[src/rtl/onehot_decode_pipe.sv]
// rtl/onehot_decode_pipe.sv - two-stage binary-to-one-hot decoder with valid/ready handshakes and saturating word counter
// Optional parity check over {in_en, in_code, in_parity} is enabled with `define DECODE_PARITY_EN.
module onehot_decode_pipe #(
    parameter int SEL_W = 2,
    parameter int CNT_W = 8,
    localparam int OUT_W = 2 ** SEL_W
) (
    input  logic             clk,
    input  logic             rst,
    input  logic             in_valid,
    output logic             in_ready,
    input  logic [SEL_W-1:0] in_code,
    input  logic             in_en,
`ifdef DECODE_PARITY_EN
    input  logic             in_parity,
    output logic             out_perr,
`endif
    output logic             out_valid,
    input  logic             out_ready,
    output logic [OUT_W-1:0] out_onehot,
    output logic [SEL_W-1:0] out_code,
    output logic [CNT_W-1:0] decode_cnt,
    output logic             cnt_sat
);

    localparam logic [OUT_W-1:0] ONE     = OUT_W'(1);
    localparam logic [CNT_W-1:0] CNT_MAX = '1;

    logic             s1_valid;
    logic [SEL_W-1:0] s1_code;
    logic             s1_en;
`ifdef DECODE_PARITY_EN
    logic             s1_parity;
`endif
    logic             s2_valid;
    logic             s2_en;

    logic             s2_move;
    logic             s1_take;
    logic             out_fire;
    logic             cnt_inc;
    logic             dec_perr;
    logic [OUT_W-1:0] dec_onehot;

    assign s2_move   = s1_valid && (!s2_valid || out_ready);
    assign s1_take   = !s1_valid || s2_move;
    assign in_ready  = s1_take && !rst;
    assign out_valid = s2_valid;
    assign out_fire  = s2_valid && out_ready;
    // A word counts only if it was enabled, parity-clean, and actually produced a hot bit.
    assign cnt_inc   = out_fire && s2_en && (out_onehot != '0);

    always_comb begin
`ifdef DECODE_PARITY_EN
        dec_perr = ^{s1_en, s1_code, s1_parity};
`else
        dec_perr = 1'b0;
`endif
        dec_onehot = '0;
        case ({s1_en, dec_perr})
            2'b10:   dec_onehot = ONE << s1_code;
            default: dec_onehot = '0;
        endcase
    end

    always_ff @(posedge clk) begin
        if (rst) begin
            s1_valid <= 1'b0;
            s1_code  <= '0;
            s1_en    <= 1'b0;
`ifdef DECODE_PARITY_EN
            s1_parity <= 1'b0;
`endif
        end else if (s1_take) begin
            s1_valid <= in_valid;
            if (in_valid) begin
                s1_code  <= in_code;
                s1_en    <= in_en;
`ifdef DECODE_PARITY_EN
                s1_parity <= in_parity;
`endif
            end
        end
    end

    // Stage 2 data only changes when a new word moves in, so it holds steady under stall.
    always_ff @(posedge clk) begin
        if (rst) begin
            s2_valid   <= 1'b0;
            s2_en      <= 1'b0;
            out_onehot <= '0;
            out_code   <= '0;
`ifdef DECODE_PARITY_EN
            out_perr   <= 1'b0;
`endif
        end else if (s2_move) begin
            s2_valid   <= 1'b1;
            s2_en      <= s1_en && !dec_perr;
            out_onehot <= dec_onehot;
            out_code   <= s1_code;
`ifdef DECODE_PARITY_EN
            out_perr   <= dec_perr;
`endif
        end else if (out_fire) begin
            s2_valid <= 1'b0;
        end
    end

    always_ff @(posedge clk) begin
        if (rst) begin
            decode_cnt <= '0;
            cnt_sat    <= 1'b0;
        end else if (cnt_inc && (decode_cnt != CNT_MAX)) begin
            decode_cnt <= decode_cnt + 1'b1;
            if (decode_cnt == CNT_MAX - 1'b1) begin
                cnt_sat <= 1'b1;
            end
        end
    end

endmodule
[config.mk]
export PLATFORM = sky130hd
export DESIGN_NAME = onehot_decode_pipe
export DESIGN_NICKNAME = d
export VERILOG_FILES = /design/src/rtl/onehot_decode_pipe.sv
export SDC_FILE = /design/constraint.sdc
export NUM_CORES = 1
export LEC_CHECK = 0
export ABC_AREA = 1
export BUFFER_PORTS_ARGS = -buffer_cell sky130_fd_sc_hd__buf_2
export CELL_PAD_IN_SITES_DETAIL_PLACEMENT = 1
export CELL_PAD_IN_SITES_GLOBAL_PLACEMENT = 1
export CORE_AREA = 2 2 55 57
export CTS_CLUSTER_DIAMETER = 80
export DETAILED_ROUTE_END_ITERATION = 10
export DIE_AREA = 0 0 57 59
export GPL_TIMING_DRIVEN = 0
export HOLD_SLACK_MARGIN = 0.03
export PLACE_DENSITY_LB_ADDON = 0.1
export SYNTH_ARGS = -nofsm -noshare
export SYNTH_HDL_FRONTEND = slang
export SYNTH_SLANG_ARGS = --single-unit
export TNS_END_PERCENT = 30
[constraint.sdc]
create_clock -name clk -period 3.5 [get_ports clk]
set_input_delay 0.7 -clock clk [delete_from_list [all_inputs] [get_ports clk]]
set_output_delay 0.7 -clock clk [all_outputs]
set_load 0.02 [all_outputs]
# Word-level counts from Yosys, hierarchy flattened
# Index checks and enable logic that the tools add are counted.
dict set report word_totals {
  elab_cells 31
  output_inout_bits 17
  input_bits 7
  register_bits 21
}
dict set report op_classes {
  muxes 3
  n_addsub 1
  eq_ne 2
  n_reduce_logical 15
  shifts 1
}
# op count
set op_table {}
lappend op_table {{$add A8 B1 Y8 const B} 1}
lappend op_table {{$eq A8 B8 Y1 const B} 1}
lappend op_table {{$ne A8 B8 Y1 const B} 1}
lappend op_table {{$logic_and A1 B1 Y1} 6}
lappend op_table {{$mux W4} 1}
lappend op_table {{$reduce_and A2 Y1} 2}
lappend op_table {{$reduce_bool A4 Y1} 1}
lappend op_table {{$shl A1 B2 Y4 const A} 1}
lappend op_table {{$logic_not A1 Y1} 3}
lappend op_table {{$logic_or A1 B1 Y1} 2}
lappend op_table {{$mux W1} 2}
lappend op_table {{$reduce_bool A2 Y1} 1}

# Longest topological paths before layout
dict set report logic_depth {
  word_depth 5
  depth_mapped 8
}

# Worst setup path after synthesis
# OpenSTA, ideal clock, no wires.
dict set report synth_path {
  kind {input-to-output}
  startpoint {input port rst}
  endpoint {output port in_ready}
  required_time_ns 2.800
  path_slack_ns 1.656
  cell_stages 4
  arrival_time_ns 1.144
  path_cell_list {buf_2 inv_1 nand2_1 inv_1}
}
dict set report synth_between {
  elab_chain_cells 2
}
# element line
set synth_rtl {}
lappend synth_rtl {{from (decl)} 9} ;# input logic rst,
lappend synth_rtl {{$logic_not A1 Y1} 47} ;# assign in_ready = s1_take && !rst;
lappend synth_rtl {{$logic_and A1 B1 Y1} 47}
lappend synth_rtl {{to (decl)} 11} ;# output logic in_ready,
# Every way passes these cells.

# Worst setup path in the final report
# Ends and elaborated chain as after synthesis.

==> results.py <==
metrics = {
    "synth": {
        "ys_async_sr_fraction": 0,
        "yosysWarnings": 0,
        "yosysTopAreaCellShare": 0.393,
        "ys_types": 22,
        "syn_area_per_cell_um2": 7.18,
        "netlist_area_um2": 1070,
        "synth_top_cell_by_area": "dfxtp_1",
        "syn_inst": 149,
        "synth_nets": 158,
        "synthFlopType": "dfxtp_1",
        "ys_seq_area_frac": 0.393,
        "synth-edff-count": 0,
        "ys_seq_elements": 21,
        "synth_area_leaders": "dfxtp_1, nand2_1, a21oi_1",
    },
    "layout": {
        "syn2layout_area_growth_pct": 16.4,
        "layout.core_utilization": 0.459,
        "stdcell_count": 206,
        "nNetsFinal": 185,
        "drive_above_1_share": 0.263,
        "n_antenna_cell": 0,
        "mostFrequentLayoutCell": "nand2_1",
        "final_cell_mix": "nand2_1, buf_2, dfxtp_1, a21oi_1",
    },
    "timing": {
        "setup_tns_ns": 0,
        "tightest_slew_ns": 0.531,
        "slew_headroom": 0.646,
        "clock_skew_ns": 0.0119,
        "whs_ns": 0.469,
        "min_period_over_period": 0.583,
        "slew_violations": 0,
        "fmax_mhz": 490,
        "hold_violations": 0,
        "timing.final.crit_period_ns": 2.04,
        "setup_ws_ns": 1.46,
        "finalSetupViolCount": 0,
        "rsz0062_at_grt": "no",
    },
    "global_route": {
        "overflow": 0,
        "grt_max_degree": 12,
        "grt_pass1_wl_um": 4680,
        "antenna_found_initial": 0,
        "grt_usage": 0.180,
        "grt_pass1_vias": 1054,
    },
    "power": {
        "leakagePower_nw": 0.508,
        "pwr_density_cell_nw_per_um2": 321,
        "ir_drop_uv": 186,
    },
    "critical_path": {
        "cpMaxStageDelayCell": "buf_2",
        "crit_path_start_kind": "primary input",
        "worst-setup-path-type": "in2out",
        "cp.arrival_ns": 1.34,
        "crit_family": "buffers and inverters",
        "slowest_delay_ns": 0.20,
        "critPathMaxFanout": 8,
        "crit_chain": "buf_2 > inv_1 > nand2_1 > inv_1 > buf_2",
        "critPathCaptureType": "output pin",
        "crit_buf_inv": 4,
        "required_ns": 2.80,
    },
    "detailed_routing": {
        "ant_nets": 0,
        "vias_per_cell": 5.00,
        "drt-pass1-iter-count": 2,
        "vias": 1030,
        "wl_um": 2720,
        "wire_per_inst_um": 13.2,
        "drt_iter0_drc": 18,
        "drc": 0,
    },
    "floorplan": {
        "fp.dieW_um": 57,
        "coreArea_um2": 2710,
        "die_h_um": 59,
        "fp-row-count": 19,
        "start_util": 0.395,
        "die-area_um2": 3360,
        "io_pins": 24,
    },
    "cts": {
        "cts_tree": "yes",
        "cts.sink_count": 21,
        "post-cts-setup-buffers": 0,
        "cts.clk_slew.worst_paths_ns": 0.11,
        "cts_buffers": 3,
        "root_buffer": "clkbuf_4",
        "ctsResizeCount": 0,
        "cts_max_path_buffers": 2,
        "ctsHtreeMaxLevel": 1,
        "cts_hold_buf": 0,
        "insertion_delay_ns": 0.31,
    },
    "placed_design": {
        "dp_cells": 202,
        "hpwl_um": 2100,
        "port_buffers": 22,
        "pre_cts_ws_ns": 1.46,
        "gp_congestion": 0.730,
    },
    "min_path": {
        "hold_path.class": "reg2reg",
    },
    "status": {
        "status": "finished, final reports clean",
    },
    "flow_run": {
        "max_cap_violations": 0,
    },
}
[metal layers]
layer / vias to the layer above / part of all wire / track usage
li1: 527 / - / -
met1: 488 / 0.43 / 0.207
met2: 13 / 0.53 / 0.345
met3: 2 / 0.028 / 0.0197
met4: 0 / 0.0066 / 0.0598
met5: - / 0 / 0
[synthesized netlist by cell type, types with 2 or more instances]
cell	count
a21oi_1	16
a21oi_2	4
buf_4	2
dfxtp_1	21
ha_1	2
inv_1	14
inv_2	3
nand2_1	39
nand2_2	4
nand3_1	14
nand4_1	2
nor2_1	11
nor2_4	4
o21ai_0	5
[sequential cells by signal, indices dropped and copies added, names as in the netlist]
name        count
decode_cnt      8
out_onehot      4
out_code        2
s1_code         2
cnt_sat         1
out_valid       1
s1_en           1
s1_valid        1
s2_en           1
[area by class of cell]
type,count,area [um2]
buffer,4,23.8
clock buffer,4,26.3
fill,364,1470
inverter,18,67.6
multi-input combinational,106,558
sequential,21,420
tap,31,38.8
timing repair buffer,22,110
[cell families after synthesis]
family                   count (synthesis)  share of synthesized area
flip-flops                              21                      0.393
AO/OA/AOI/OAI                           26                      0.136
adder cells (fa/ha/maj)                  2                     0.0234
XOR/XNOR                                 1                    0.00819
buffers and inverters                   22                     0.0854
AND/OR/NAND/NOR                         77                      0.354
[tightest hold or removal path: stages, from the launching register on]
cell and delay [ns]:
dfxtp_1 0.33, inv_1 0.05, a21oi_1 0.05
[per-stage QoR]
stage	area, um2	total power [W]
3_5_place_dp	1220	0.000285
5_1_grt	1240	0.000419
3_3_place_gp	1220	0.000283
2_1_floorplan	1070	0.000273
4_1_cts	1240	0.000405
6_report	1240	0.000400
[worst paths after layout]
check                                    from             to  slack [ns]  depth (start not counted)
worst max-delay path                      rst       in_ready        1.46                          5
worst min register to register        cnt_sat        cnt_sat        0.47                          2
worst min-delay path                  cnt_sat        cnt_sat        0.47                          2
worst max register to register  decode_cnt[1]  decode_cnt[7]        2.05                          7
[power by group]
group	internal, W	switching [W]	total [W]
logic	0.00000951	0.0000206	0.0000301
registers	0.000245	0.00000466	0.000249
clock network	0.0000444	0.0000764	0.000121
Power figures use the tool's default switching activity.
